[config.mk]
export PLATFORM = sky130hd
export DESIGN_NAME = keypad_loader_flat
export DESIGN_NICKNAME = d
export VERILOG_FILES = /design/src/rtl/keypad_loader_if.sv /design/src/rtl/keypad_loader.sv /design/src/flat_wrapper.sv
export SDC_FILE = /design/constraint.sdc
export NUM_CORES = 1
export LEC_CHECK = 0
export ABC_AREA = 1
export CAP_MARGIN = 20
export CORE_MARGIN = 2
export CORE_UTILIZATION = 38
export CTS_CLUSTER_SIZE = 20
export DETAILED_ROUTE_END_ITERATION = 10
export PLACE_DENSITY_LB_ADDON = 0.3
export SLEW_MARGIN = 25
export SYNTH_ARGS = -nofsm -noshare
export SYNTH_HDL_FRONTEND = slang
export SYNTH_SLANG_ARGS = --single-unit
[constraint.sdc]
create_clock -name clk -period 1.6 [get_ports clk]
set_input_delay 0.32 -clock clk [delete_from_list [all_inputs] [get_ports clk]]
set_output_delay 0.32 -clock clk [all_outputs]
set_load 0.02 [all_outputs]
[src/rtl/keypad_loader_if.sv]
`default_nettype none
// ============================================================================
//  Module      : keypad_loader_if
//  Description : Digit-load / control link between the keypad loader and
//                the countdown timer.
//                  data  - digit presented to the timer load port
//                  loadn - active-low load strobe, one digit per low cycle
//                  en    - timer count enable (magnetron on)
//                  tclrn - active-low one-cycle timer clear
//                  zero  - timer has reached 00:00 (driven by the timer)
//                master = loader side, slave = timer side.
//  Revision    : 1.0  initial release
// ============================================================================
interface keypad_loader_if #(
    parameter int DW = 4
);
    logic [DW-1:0] data;
    logic          loadn;
    logic          en;
    logic          tclrn;
    logic          zero;

    modport master (
        output data,
        output loadn,
        output en,
        output tclrn,
        input  zero
    );

    modport slave (
        input  data,
        input  loadn,
        input  en,
        input  tclrn,
        output zero
    );
endinterface
`default_nettype wire

[src/rtl/keypad_loader.sv]
`default_nettype none
// ============================================================================
//  Module      : keypad_loader
//  Description : Microwave front-end controller. Captures keypad digits
//                (mm:ss) into an NDIG-digit entry buffer, shifts them into
//                the timer oldest-first on start, then sequences the timer
//                enable through cook / pause / stop / done.
//  Ports       : clk          system clock, rising edge
//                clrn         asynchronous active-low reset
//                key_digit    keypad digit code (valid while key_valid=1)
//                key_valid    key-down level, one press per rising edge
//                start, stop  button levels, act on rising edge
//                door_closed  1 = door closed
//                tmr          timer link (data/loadn/en/tclrn out, zero in)
//                done         one-cycle pulse when cooking completes
//                busy         1 in any state other than IDLE
//  Revision    : 1.0  initial release
// ============================================================================
module keypad_loader #(
    parameter int NDIG = 3,
    parameter int DW   = 4
) (
    input  wire logic          clk,
    input  wire logic          clrn,
    input  wire logic [DW-1:0] key_digit,
    input  wire logic          key_valid,
    input  wire logic          start,
    input  wire logic          stop,
    input  wire logic          door_closed,
    keypad_loader_if.master    tmr,
    output logic               done,
    output logic               busy
);

    localparam int KW = $clog2(NDIG + 1);
    localparam int BW = NDIG * DW;

    typedef enum logic [2:0] {
        IDLE  = 3'd0,
        LOAD  = 3'd1,
        COOK  = 3'd2,
        PAUSE = 3'd3,
        DONE  = 3'd4
    } state_t;

    state_t          state_q, state_d;
    logic [BW-1:0]   buf_q, buf_d;      // oldest digit in the top DW bits
    logic [KW-1:0]   k_q, k_d;          // next digit index during LOAD
    logic [DW-1:0]   data_q, data_d;
    logic            loadn_q, loadn_d;
    logic            en_q, en_d;
    logic            tclrn_q, tclrn_d;
    logic            done_q, done_d;
    logic            key_prev, start_prev, stop_prev;

    logic            key_ev, start_ev, stop_ev, key_ok, buf_nz;
    logic [DW-1:0]   sel_digit;

    assign key_ev   = key_valid & ~key_prev;
    assign start_ev = start & ~start_prev;
    assign stop_ev  = stop & ~stop_prev;
    assign key_ok   = key_ev && (key_digit <= DW'(9));
    assign buf_nz   = |buf_q;

    // Digit k of the burst, counted from the oldest entry.
    always_comb begin
        sel_digit = '0;
        for (int i = 0; i < NDIG; i++) begin
            if (KW'(i) == k_q) begin
                sel_digit = buf_q[(NDIG-1-i)*DW +: DW];
            end
        end
    end

    always_comb begin
        state_d = state_q;
        buf_d   = buf_q;
        k_d     = k_q;
        data_d  = data_q;
        loadn_d = 1'b1;
        en_d    = en_q;
        tclrn_d = 1'b1;
        done_d  = 1'b0;

        case (state_q)
            IDLE: begin
                en_d = 1'b0;
                if (stop_ev) begin
                    buf_d   = '0;
                    tclrn_d = 1'b0;
                end else if (start_ev && door_closed && buf_nz) begin
                    // First burst digit goes out on the cycle after the start
                    // event; a simultaneous key press is dropped.
                    state_d = LOAD;
                    loadn_d = 1'b0;
                    data_d  = buf_q[BW-1 -: DW];
                    k_d     = KW'(1);
                end else if (key_ok) begin
                    buf_d = {buf_q[BW-DW-1:0], key_digit};
                end
            end

            LOAD: begin
                if (k_q < KW'(NDIG)) begin
                    loadn_d = 1'b0;
                    data_d  = sel_digit;
                    k_d     = k_q + KW'(1);
                end else begin
                    // Enter COOK regardless of zero; it is acted on from COOK.
                    state_d = COOK;
                    en_d    = 1'b1;
                    k_d     = '0;
                end
            end

            COOK: begin
                en_d = 1'b1;
                if (stop_ev) begin
                    state_d = IDLE;
                    en_d    = 1'b0;
                    buf_d   = '0;
                    tclrn_d = 1'b0;
                end else if (!door_closed) begin
                    state_d = PAUSE;
                    en_d    = 1'b0;
                end else if (tmr.zero) begin
                    state_d = DONE;
                    en_d    = 1'b0;
                    done_d  = 1'b1;
                end
            end

            PAUSE: begin
                en_d = 1'b0;
                if (stop_ev) begin
                    state_d = IDLE;
                    buf_d   = '0;
                    tclrn_d = 1'b0;
                end else if (start_ev && door_closed) begin
                    // Resume without reload: the timer kept its count.
                    state_d = COOK;
                    en_d    = 1'b1;
                end
            end

            DONE: begin
                state_d = IDLE;
                en_d    = 1'b0;
                buf_d   = '0;
            end

            default: begin
                state_d = IDLE;
                en_d    = 1'b0;
            end
        endcase
    end

    always_ff @(posedge clk or negedge clrn) begin
        if (!clrn) begin
            state_q    <= IDLE;
            buf_q      <= '0;
            k_q        <= '0;
            data_q     <= '0;
            loadn_q    <= 1'b1;
            en_q       <= 1'b0;
            tclrn_q    <= 1'b1;
            done_q     <= 1'b0;
            key_prev   <= 1'b0;
            start_prev <= 1'b0;
            stop_prev  <= 1'b0;
        end else begin
            state_q    <= state_d;
            buf_q      <= buf_d;
            k_q        <= k_d;
            data_q     <= data_d;
            loadn_q    <= loadn_d;
            en_q       <= en_d;
            tclrn_q    <= tclrn_d;
            done_q     <= done_d;
            key_prev   <= key_valid;
            start_prev <= start;
            stop_prev  <= stop;
        end
    end

    assign tmr.data  = data_q;
    assign tmr.loadn = loadn_q;
    assign tmr.en    = en_q;
    assign tmr.tclrn = tclrn_q;
    assign done      = done_q;
    assign busy      = (state_q != IDLE);

endmodule
`default_nettype wire
[src/flat_wrapper.sv]
// flat-port wrapper written by rule: the top's interface ports become plain ports
module keypad_loader_flat 
#(
    parameter int NDIG = 3,
    parameter int DW   = 4
)
  (clk, clrn, key_digit, key_valid, start, stop, door_closed, done, busy, tmr_data, tmr_loadn, tmr_en, tmr_tclrn, tmr_zero);
  keypad_loader_if #(.DW(DW)) tmr_i ();
  input  wire logic clk;
  input  wire logic clrn;
  input  wire logic [DW-1:0] key_digit;
  input  wire logic key_valid;
  input  wire logic start;
  input  wire logic stop;
  input  wire logic door_closed;
  output logic done;
  output logic busy;
  output wire logic [$bits(tmr_i.data)-1:0] tmr_data;
  output wire logic [$bits(tmr_i.loadn)-1:0] tmr_loadn;
  output wire logic [$bits(tmr_i.en)-1:0] tmr_en;
  output wire logic [$bits(tmr_i.tclrn)-1:0] tmr_tclrn;
  input wire logic [$bits(tmr_i.zero)-1:0] tmr_zero;
  assign tmr_data = tmr_i.data;
  assign tmr_loadn = tmr_i.loadn;
  assign tmr_en = tmr_i.en;
  assign tmr_tclrn = tmr_i.tclrn;
  assign tmr_i.zero = tmr_zero;
  keypad_loader #(.NDIG(NDIG), .DW(DW)) u_core (.clk(clk), .clrn(clrn), .key_digit(key_digit), .key_valid(key_valid), .start(start), .stop(stop), .door_closed(door_closed), .tmr(tmr_i), .done(done), .busy(busy));
endmodule
**After elaboration in Yosys (flattened, before gate mapping)**

Cells that the tools add are included.
Widths: inputs -> output; s select.

- Memories kept: 0
- Latch bits: 0
- Register bits: 28
- RAM bits: 0
- Bits in read-only memories: 0
- Input bits: 11

- Reductions and logical operators: 15
- Div/mod/pow operators: 0
- Bitwise operators: 6
- Equal/unequal tests: 15
- Magnitude comparators: 2
- Add/subtract/negate cells: 1
- Shift operators: 0
- Multipliers: 0
- Mux-type cells: 42

Operators by type and width:

| cell | count |
|---|---|
| $mux 12 | 4 |
| $pmux 12 s3 | 1 |
| $mux 3 | 8 |
| $mux 4 | 6 |
| $mux 1 | 15 |
| $pmux 3 s4 | 1 |
| $reduce_or 12->1 | 1 |
| $pmux 4 s2 | 1 |
| $reduce_and 4->1 | 2 |
| $eq 3x2->1 const B | 2 |
| $mux 2 | 3 |
| $ne 2x1->1 const B | 3 |
| $ne 3x1->1 const B | 2 |
| $reduce_bool 3->1 | 2 |
| $reduce_and 5->1 | 1 |
| $le 4x4->1 const B | 1 |
| $ne 2x2->1 const B | 2 |
| $ne 4x3->1 const B | 1 |
| $pmux 2 s2 | 1 |
| $and 1x1->1 | 3 |
| $eq 3x1->1 const B | 1 |
| $eq 3x3->1 const B | 1 |
| $logic_and 1x1->1 | 3 |
| $logic_not 3->1 | 1 |
| 13 further kinds | 15 |

**Longest topological paths before layout**

Gate-level depths: netlist of the first run.

- Depth in word-level cells: 7
- Mapped depth: 11
- Mapped depth without buffers: 10

**Worst setup path after synthesis of the first run**

OpenSTA, ideal clock, no wires.

- Kind: reg-to-reg
- Start point: register u_core.k_q[0]
- End point: register u_core.data_q[0], in the netlist u_core.tmr.data[0]
- Arrival time: 1,302 ps
- Stages on the path, launching flop included: 9
- Setup time: 66 ps
- Period minus slack after synthesis: 1,368 ps
- Path slack: 232 ps
- Cells stage by stage: dfrtp_1 inv_1 ha_1 clkbuf_1 o21ai_1 nand2_1 nand2_1 nand4_1 nand2_1

- Word-level cells in the longest chain between the ends: 6

Ends and longest elaborated chain:

| what | RTL line | source |
|---|---|---|
| from (decl) | keypad_loader.sv:48 | `logic [KW-1:0] k_q, k_d;` |
| from (signal assigned) | keypad_loader.sv:175 | `k_q <= k_d;` |
| $logic_not 2->1 | keypad_loader.sv:69 | `if (KW'(i) == k_q) begin` |
| $mux 4 (3 in a row) | keypad_loader.sv:69 |  |
| $mux 4 | keypad_loader.sv:104 | `if (k_q < KW'(NDIG)) begin` |
| $pmux 4 s2 | keypad_loader.sv:85 | `case (state_q)` |
| to (signal assigned) | keypad_loader.sv:176 | `data_q <= data_d;` |
| to (decl) | keypad_loader.sv:49 | `logic [DW-1:0] data_q, data_d;` |

Parallel ways exist; a longest one is shown, timed or not. The select of a mux whose other input is x is not followed.
A chain may end at the register's enable or synchronous reset.

**Worst setup path in the final report of the first run**

- Start point: register u_core.en_q, in the netlist u_core.tmr.en
- End point: output tmr_en

RTL lines:

| what | RTL line | source |
|---|---|---|
| from (decl) | keypad_loader.sv:51 | `logic en_q, en_d;` |
| from (signal assigned) | keypad_loader.sv:178 | `en_q <= en_d;` |
| to (decl) | flat_wrapper.sv:20 | `output wire logic [$bits(tmr_i.en)-1:0] tmr_en;` |

No word-level cell between the ends.

==> results of run 1 <==
[metrics by stage]
stage               hold WS (ns)  std cells
floorplan                 0.0244        213
CTS                        0.415        298
global route               0.442        303
finish                     0.404        303
detailed placement         0.462        294
global placement           0.458        294
[cell families after synthesis]
family	after synthesis	synth area share
DFF	28	0.437
AOI/OAI and AO/OA	12	0.0599
buffers and inverters	37	0.0934
and+or+nand+nor	132	0.378
adders and majority gates	4	0.0311
[state kept, by name (all words and copies together) (netlist names)]
signal,cells
u_core.tmr.tclrn,1
u_core.tmr.loadn,1
u_core.tmr.data,4
u_core.k_q,2
u_core.state_q,3
u_core.key_prev,1
u_core.buf_q,12
u_core.done,1
u_core.stop_prev,1
u_core.start_prev,1
u_core.tmr.en,1
[where the power goes]
group	switching [mW]	internal (mW)	total (mW)
sequential	0.170	0.941	1.11
combinational	1.19	0.799	1.99
clock	0.227	0.335	0.563
total	1.59	2.08	3.67
[worst register-to-register path, cell delays in order (launching register included)]
cell and delay [ns]:
dfrtp_1 0.44, buf_4 0.17, inv_2 0.04, nand2_2 0.08, nor2_8 0.19, inv_2 0.08, nand2_2 0.15, nand3_4 0.11
nand2_1 0.08, nand2_1 0.04
[final timing paths]
check,start,to,slack (ns)
max in group asynchronous,clrn,u_core.tmr.loadn$_DFF_PN1_,0.88
max reg2reg,u_core.state_q[1]$_DFFE_PN0P_,u_core.tmr.data[1]$_DFFE_PN0P_,0.10
max,u_core.tmr.en$_DFFE_PN0P_,tmr_en,0.05
min,clrn,u_core.stop_prev$_DFF_PN0_,0.40
min reg2reg,u_core.tmr.data[3]$_DFFE_PN0P_,u_core.tmr.data[3]$_DFFE_PN0P_,0.48
min in group clk,u_core.tmr.data[3]$_DFFE_PN0P_,u_core.tmr.data[3]$_DFFE_PN0P_,0.48
[synthesized netlist by cell type]
cell      instances
a21oi_1           1
a22oi_4           1
and2_0            1
buf_2             3
buf_6             1
clkbuf_1          1
dfrtp_1          26
dfstp_2           2
ha_1              4
inv_1            27
inv_2             5
nand2_1          71
nand2_2           4
nand2_4           1
nand3_1          18
nand3_2           1
nand3_4           1
nand4_1           7
nor2_1           21
nor2_2            2
nor2_4            1
nor2_8            1
nor3_1            3
o211ai_1          5
o21ai_0           2
o21ai_1           2
o22ai_2           1
[layout make-up]
type / count / area share
sequential: 28 / 0.337
clock buffer: 3 / 0.0198
clock inverter: 1 / 0.0144
tap: 50 / 0.0300
timing repair buffer: 41 / 0.172
multi-input combinational: 148 / 0.369
inverter: 32 / 0.0576
[what timing repair did]
| action | in CTS | in global routing |
|---|---|---|
| gates resized for setup | 3 | 10 |
| endpoints found under the setup margin | 3 | 19 |
| hold endpoints to repair | 0 | 0 |
| buffers inserted | 0 | 4 |
| cloned | 0 | 1 |
[per-layer routing]
metal  share of wire  wire (µm)  GRT usage
met5               0          0          0
met4           0.016         52     0.0545
met3           0.020         64     0.0219
met2            0.44       1440      0.223
met1            0.52       1680      0.211
==> flow_metrics.py, run 1 <==
metrics = {
    "clock_network": {
        "tritoncts": "built",
        "root_buffer": "clkbuf_8",
        "ctsHoldBuffers": 0,
        "clock-sinks": 28,
        "clk_pin_slew_ns": 0.10,
        "h-tree-depth": 1,
        "clockBufferDepth": 2,
        "clk_latency_ns": 0.28,
        "numCtsBuffers": 3,
    },
    "sta": {
        "tightest_slew_ns": 0.355,
        "tns_ns": 0,
        "clock_skew_ns": 0.0112,
        "fin_ws_ns": 0.0501,
        "min_period_ns": 1.55,
        "setup_viol": 0,
        "max_freq_mhz": 645,
        "drv_slew": 0,
        "finalHoldViolations": 0,
        "slew_headroom": 0.763,
        "finalCritPeriodShare": 0.969,
        "rsz0062_at_grt": "no",
    },
    "place": {
        "dpl.hpwl_um": 2420,
        "place_ws_ns": -0.163,
        "placed_cell_area_um2": 1960,
        "port_buffers": 19,
        "place.gp.congestion": 0.783,
    },
    "power_and_ir_drop": {
        "p_total_mw": 3.67,
        "pwr_density_cell_nw_per_um2": 1760,
        "p_leak_nw": 1.15,
        "peakVddDrop_mv": 0.808,
    },
    "outcome": {
        "status": "finished, final reports clean",
    },
    "final_layout": {
        "diodes": 0,
        "nNetsFinal": 269,
        "drive_above_1_share": 0.202,
        "final_cell_area_um2": 2090,
        "final_common_cell": "nand2_1",
        "utilization": 0.518,
        "mostFrequentLayoutCells": "69 x nand2_1, 26 x inv_1, 26 x dfrtp_1",
        "multi_input_area_um2": 771,
        "synthToLayoutAreaGrowth_pct": 29.8,
        "regArea_um2": 703,
        "fillers": 414,
    },
    "grt": {
        "grt_pass1_wl_um": 5780,
        "grt_max_degree": 29,
        "grt_usage": 0.147,
        "antenna_found_initial": 0,
        "grt_pass1_vias": 1303,
        "grt_overflow": 0,
    },
    "critical_path": {
        "worstPathCellList": "clkdlybuf4s50_1",
        "crit_required_ns": 1.28,
        "critPathSlowestCell": "clkdlybuf4s50_1",
        "path_depth": 1,
        "max_stage_delay_ns": 0.60,
        "worstSetupPathType": "reg -> out",
        "critPathLaunchType": "flop",
        "r2r.worst_path.cells": 9,
        "path_buf_inv": 1,
        "cp_max_fo": 2,
        "crit_path_end_kind": "output port",
        "crit_family": "buffers and inverters",
        "arrival_ns": 1.23,
    },
    "route": {
        "vias_per_cell": 4.54,
        "dr_total_vias": 1375,
        "wl_um": 3240,
        "drcViolationCount": 0,
        "drt_iter0_markers": 72,
        "wl_per_cell_um": 10.7,
        "ant_nets": 0,
        "dr.pass1.iters": 4,
    },
    "die": {
        "core_area_um2": 4030,
        "rows": 23,
        "fp.dieW_um": 69.0,
        "die_y_um": 69.0,
        "fp.dieArea_um2": 4770,
        "ios": 20,
        "initial_utilization": 0.399,
    },
    "synthesis": {
        "synth_top_area_share": 0.405,
        "yosys_warnings": 0,
        "synth_cell_types": 27,
        "syn_inst": 213,
        "synth_largest_area_cell": "dfrtp_1",
        "yosys-top-cells-area": "dfrtp_1 40%, nand2_1 17%, inv_1 6.3%, nand3_1 5.6%, nor2_1 4.9%",
        "ys_ff_latch": 28,
        "ys_seq_area_frac": 0.437,
        "netlist_area_um2": 1610,
        "syn_nets": 228,
        "avgSynthCellArea_um2": 7.55,
    },
    "min_path": {
        "hold_class": "in -> async",
    },
    "flow_run": {
        "maxCapViolCount": 0,
    },
}
(Power assumes the default switching activity.)
==> inputs of run 2 (changes only) <==
--- a/config.mk
+++ b/config.mk
@@ -9,6 +9,7 @@
 export CAP_MARGIN = 20
 export CORE_MARGIN = 2
 export CORE_UTILIZATION = 38
+export CTS_CLUSTER_DIAMETER = 40
 export CTS_CLUSTER_SIZE = 20
 export DETAILED_ROUTE_END_ITERATION = 10
 export PLACE_DENSITY_LB_ADDON = 0.3
==> results of run 2 <==
Final layout, timing and power as in run 1 (identical DEF).
==> inputs of run 3 (changes only) <==
--- a/config.mk
+++ b/config.mk
@@ -8,11 +8,12 @@
 export ABC_AREA = 1
 export CAP_MARGIN = 20
 export CORE_MARGIN = 2
-export CORE_UTILIZATION = 38
+export CORE_UTILIZATION = 44
 export CTS_CLUSTER_DIAMETER = 40
 export CTS_CLUSTER_SIZE = 20
 export DETAILED_ROUTE_END_ITERATION = 10
 export PLACE_DENSITY_LB_ADDON = 0.3
+export RECOVER_POWER = 25
 export SLEW_MARGIN = 25
 export SYNTH_ARGS = -nofsm -noshare
 export SYNTH_HDL_FRONTEND = slang
==> run 3 against run 2 <==
  * Sequential share of layout area is 1.1 points higher
  * Critical path depth did not move
  * Clock-buffer cell count unchanged
  * Clock skew rose by 0.0051 ns
  * Global-route usage grew 2.3 points
  * Die area fell by 13%
  * Cell area shrank 3.2%
==> flow_metrics.py, run 3 (same netlist as run 1, synthesis figures left out) <==
metrics = {
    "outcome": {
        "status": "finished, final reports clean",
    },
    "critical_path": {
        "cp_max_fo": 1,
        "crit_required_ns": 1.28,
        "arrival_ns": 1.19,
        "path_buf_inv": 1,
        "worstPathCellList": "dlygate4sd2_1",
        "worstSetupPathType": "reg -> out",
        "crit_family": "flip-flops",
        "crit_path_end_kind": "output port",
        "max_stage_delay_ns": 0.54,
        "r2r.worst_path.cells": 9,
        "path_depth": 1,
        "critPathSlowestCell": "dfstp_2",
        "critPathLaunchType": "flop",
    },
    "sta": {
        "rsz0062_at_grt": "yes",
        "tightest_slew_ns": 0.687,
        "min_period_ns": 1.51,
        "slew_headroom": 0.542,
        "clock_skew_ns": 0.0163,
        "finalHoldViolations": 0,
        "setup_viol": 0,
        "max_freq_mhz": 661,
        "holdWs_ns": 0.492,
        "finalCritPeriodShare": 0.946,
        "drv_slew": 0,
    },
    "final_layout": {
        "largest_reg_flops": 12,
        "diodes": 0,
        "final_common_cell": "nand2_1",
        "mostFrequentLayoutCells": "69 x nand2_1, 27 x inv_1, 26 x dfrtp_1",
        "drive_above_1_share": 0.188,
        "top_register": "u_core.buf_q",
        "synthToLayoutAreaGrowth_pct": 25.7,
        "nNetsFinal": 266,
        "final_cells": 296,
    },
    "clock_network": {
        "h-tree-depth": 1,
        "ctsHoldBuffers": 0,
        "clk_pin_slew_ns": 0.16,
        "tritoncts": "built",
        "clk_latency_ns": 0.33,
        "numCtsBuffers": 3,
        "clock-sinks": 28,
        "root_buffer": "clkbuf_4",
        "clockBufferDepth": 2,
    },
    "route": {
        "dr_total_vias": 1381,
        "wl_um": 3090,
        "drt_iter0_markers": 60,
        "dr.pass1.iters": 4,
        "drcViolationCount": 0,
        "ant_nets": 0,
        "vias_per_cell": 4.67,
        "wl_per_cell_um": 10.4,
    },
    "power_and_ir_drop": {
        "p_switching_mw": 1.55,
        "pwr-share-comb": 0.552,
        "pwr-share-seq": 0.317,
        "swShare": 0.442,
        "p_leak_nw": 1.13,
        "p_clk_frac": 0.131,
        "p_int_mw": 1.96,
        "pwr_density_cell_nw_per_um2": 1740,
        "peakVddDrop_mv": 0.736,
    },
    "die": {
        "ios": 20,
        "core_area_um2": 3420,
        "initial_utilization": 0.471,
        "fp.dieArea_um2": 4150,
        "fp.dieW_um": 64.5,
        "rows": 21,
        "die_y_um": 64.5,
    },
    "grt": {
        "grt_pass1_wl_um": 5530,
        "antenna_found_initial": 0,
        "grt_pass1_vias": 1263,
        "grt_overflow": 0,
        "grt_max_degree": 29,
        "grt_usage": 0.170,
    },
    "place": {
        "place.gp.congestion": 0.857,
        "port_buffers": 19,
        "dpl.hpwl_um": 2390,
        "dpl.cell_count": 291,
    },
    "flow_run": {
        "maxCapViolCount": 0,
    },
    "min_path": {
        "min_path_cells": 2,
        "hold_class": "reg -> reg",
    },
}
==> run 3: cell types whose count changed in the layout (fill, tap and decap cells not counted), sizes merged <==
| cell | change |
|---|---|
| dlygate4sd3 | +4 |
| dlygate4sd2 | +5 |
| clkdlybuf4s50 | -8 |
| dlymetal6s2s | -1 |
| buf | -4 |
| clkbuf | +2 |
| clkdlybuf4s15 | -1 |
==> run 3: final timing paths <==
kind                                                 from                        endpoint  slack, ns
max                            u_core.tmr.tclrn$_DFF_PN1_                       tmr_tclrn       0.09
min                        u_core.tmr.data[3]$_DFFE_PN0P_  u_core.tmr.data[3]$_DFFE_PN0P_       0.49
max reg2reg                 u_core.state_q[1]$_DFFE_PN0P_  u_core.tmr.data[2]$_DFFE_PN0P_       0.11
min reg2reg                u_core.tmr.data[3]$_DFFE_PN0P_  u_core.tmr.data[3]$_DFFE_PN0P_       0.49
max in group asynchronous                            clrn  u_core.tmr.data[1]$_DFFE_PN0P_       0.62
min in group asynchronous                            clrn       u_core.key_prev$_DFF_PN0_       0.52
==> run 3: power groups by stage <==
| stage | clock (mW) | sequential [mW] | combinational, mW |
|---|---|---|---|
| finish | 0.460 | 1.11 | 1.94 |
| global placement | 0 | 1.12 | 1.94 |
| detailed placement | 0 | 1.12 | 1.97 |
| CTS | 0.476 | 1.12 | 1.93 |
| floorplan | 0 | 1.17 | 1.31 |
| global route | 0.511 | 1.14 | 2.20 |
==> run 3: stage by stage <==
| step | setup TNS, ns | setup WS [ns] | util | area, µm² | total power, mW |
|---|---|---|---|---|---|
| finish | 0 | 0.0862 | 0.592 | 2020 | 3.51 |
| global placement | -2.50 | -0.173 | 0.574 | 1960 | 3.06 |
| detailed placement | -2.39 | -0.152 | 0.574 | 1960 | 3.09 |
| global route | -0.00613 | -0.00473 | 0.592 | 2020 | 3.85 |
| floorplan | 0 | 0.232 | - | 1610 | 2.48 |
| CTS | 0 | 0.0158 | 0.588 | 2010 | 3.53 |
==> run 3: tightest hold or removal path: stages, from the launching register on <==
cell and delay [ns]:
dfrtp_1 0.37, nand2_1 0.05, nand2_1 0.05
==> run 3: what timing repair did <==
action	in CTS	in global routing
resized for setup	10	5
gates cloned	0	0
setup buffers	0	1
endpoints found under the setup margin	8	18
pin swaps	0	1
==> run 3: routing by layer <==
metal | vias to the layer above | global-route usage | routed length [µm]
li1 | 742 | - | -
met1 | 618 | 0.230 | 1520
met2 | 19 | 0.276 | 1460
met3 | 2 | 0.0417 | 94
met4 | 0 | 0.0399 | 22
met5 | - | 0 | 0
==> run 3: final cells by class <==
class / instances / area [µm²]
Inverter: 32 / 120
Sequential cell: 28 / 703
Multi-Input combinational cell: 148 / 768
Clock inverter: 1 / 30.0
Timing Repair Buffer: 38 / 319
Clock buffer: 3 / 22.5
Tap cell: 46 / 57.6
Fill cell: 333 / 1400
==> edit (flow settings as in run 1) <==
The 5 states of `state_t` get a Gray code encoding in 3 bits.
--- a/src/rtl/keypad_loader.sv
+++ b/src/rtl/keypad_loader.sv
@@ -38,7 +38,7 @@
     typedef enum logic [2:0] {
-        IDLE  = 3'd0,
-        LOAD  = 3'd1,
-        COOK  = 3'd2,
-        PAUSE = 3'd3,
-        DONE  = 3'd4
+        IDLE  = 3'b000,
+        LOAD  = 3'b001,
+        COOK  = 3'b011,
+        PAUSE = 3'b010,
+        DONE  = 3'b110
     } state_t;
Behaviour: same outputs for any inputs over 10 cycles, from zero or initial values; not proved beyond that.
==> edit against run 1 <==
Sequential cell count unchanged. Area after synthesis up 0.16%. Routed wire length up 0.37%. Clock skew down 0.0040 ns. Total power up 9.2%. Setup slack worse by 0.0037 ns. Final area up 1.7%. Worst hold slack better by 0.0078 ns. Cell count down 0.66%.
==> edit: results (changes against run 1) <==
[final_layout]
num-fill-cells=400  ; was 414
share_of_layout_cells_above_drive_strength_1_pct=28.3  ; was 20.2%
regArea_sq_um=704  ; was 703 sq um
nNetsFinal=267  ; was 269

[min_path]
worst_hold_path_type=input pin to asynchronous set/reset pin  ; unchanged

[power]
power_leakage_nw=1.12  ; was 1.15 nW

[worst_setup_path]
reg2reg_from=u_core.buf_q[0]  ; was u_core.state_q[1]
reg2reg_setup_slack_ns=0.15  ; was 0.10 ns
rr_endpoint=u_core.buf_q[3]  ; was u_core.tmr.data[1]
ff2ff_path_depth=10  ; was 9

[placed_design]
detailed_place.area_sq_mm=0.00204  ; was 0.00196 sq mm
detailedPlacementHpwl_microns=2520  ; was 2420 microns
finalWeightedCongestion=0.846  ; was 0.783

[yosys]
seq_area_frac_synth_pct=43.7  ; about the same
syn_nets=221  ; was 228
netlist_top_cells_area=sky130_fd_sc_hd__dfrtp_1 40%, sky130_fd_sc_hd__nand2_1 12%, sky130_fd_sc_hd__nand2_2 7.8%  ; was sky130_fd_sc_hd__dfrtp_1 40%, sky130_fd_sc_hd__nand2_1 17%, sky130_fd_sc_hd__inv_1 6.3%
post_synth_most_frequent_cells=51 x sky130_fd_sc_hd__nand2_1, 26 x sky130_fd_sc_hd__dfrtp_1, 21 x sky130_fd_sc_hd__nor2_1  ; was 71 x sky130_fd_sc_hd__nand2_1, 27 x sky130_fd_sc_hd__inv_1, 26 x sky130_fd_sc_hd__dfrtp_1

[clocking]
clk_latency_ns=0.28  ; about the same
cts_setup_buffers=0  ; unchanged
clock_transition_at_path_regs_ns=0.10  ; about the same

[timing]
skew_ns=0.00718  ; was 0.0112 ns
transition_at_the_pin_with_the_smallest_max_transition_slack_ns=0.362  ; was 0.355 ns
holdWs_ns=0.412  ; was 0.404 ns

[run_status]
outcome=complete, no violations  ; unchanged

[global_route]
grt_pass1_vias=1344  ; was 1303
grt_first_pass_wirelength_microns=5920  ; was 5780 microns
globalRouteTotalUtil_pct=15.0  ; was 14.7%

[detailed_routing]
drt_iter0_markers=65  ; was 72
routed-via-count=1355  ; was 1375
routed_wirelength_microns=3250  ; was 3240 microns

==> edit: changes by cell type after synthesis, moves of 2 or more <==
cell                      change
sky130_fd_sc_hd__nand2_1     -20
sky130_fd_sc_hd__nor2_2       +3
sky130_fd_sc_hd__inv_2        +2
sky130_fd_sc_hd__o21ai_1      +3
sky130_fd_sc_hd__inv_1        -9
sky130_fd_sc_hd__nand3_1      -2
sky130_fd_sc_hd__a21oi_1      +2
sky130_fd_sc_hd__nand4_1      -5
sky130_fd_sc_hd__o21ai_0      +2
sky130_fd_sc_hd__nand2_2     +16
==> edit: worst max-delay path by stage <==
stage / startpoint / end / slack (ns) / cells after the start
floorplan: u_core.k_q[0] / u_core.tmr.data[0] / 0.23 / 7
global placement: start / u_core.buf_q[2] / -0.09 / 9
detailed placement: start / u_core.buf_q[6] / -0.13 / 9
CTS: u_core.state_q[2] / busy / 0.01 / 3
global route: u_core.tmr.data[1] / tmr_data[1] / 0.005 / 1
finish: u_core.tmr.data[1] / tmr_data[1] / 0.05 / 1
==> edit: power breakdown <==
group          switching, W  internal [W]  total (W)
Combinational       0.00131      0.000942    0.00225
Sequential         0.000216      0.000975    0.00119
Clock              0.000230      0.000335   0.000565
Total               0.00175       0.00225    0.00401
==> edit: routing by layer <==
layer  global-route usage (%)  up-vias  share of wire, %
li1                         -      737                 -
met2                     22.9       18                43
met3                     1.75        4               2.3
met1                     21.3      596                53
met5                        0        -                 0
met4                     6.54        0               1.7
==> edit: cell type report <==
type | count | area share [%]
multi-input combinational | 148 | 36.8
clock buffer | 3 | 1.94
sequential | 28 | 33.2
timing repair buffer | 45 | 19.1
inverter | 26 | 4.60
clock inverter | 1 | 1.41
tap | 50 | 2.95
==> edit: cells by family after synthesis <==
kind of cell | share of synthesized area [%]
DFF | 43.7
buffers and inverters | 8.08
AOI/OAI and AO/OA | 8.78
adders and majority gates | 3.11
and+or+nand+nor | 36.4
==> edit: timing repair <==
| action | 4_1_cts | 5_1_grt |
|---|---|---|
| endpoints found under the hold margin | 0 | 0 |
| endpoints found under the setup margin | 3 | 5 |
| gates resized for setup | 3 | 7 |
==> edit: stage by stage <==
| step | std cells | setup WS, ns |
|---|---|---|
| 2_1_floorplan | 206 | 0.227 |
| 4_1_cts | 301 | 0.00956 |
| 3_3_place_gp | 297 | -0.0913 |
| 6_report | 301 | 0.0464 |
| 5_1_grt | 301 | 0.00516 |
| 3_5_place_dp | 297 | -0.127 |
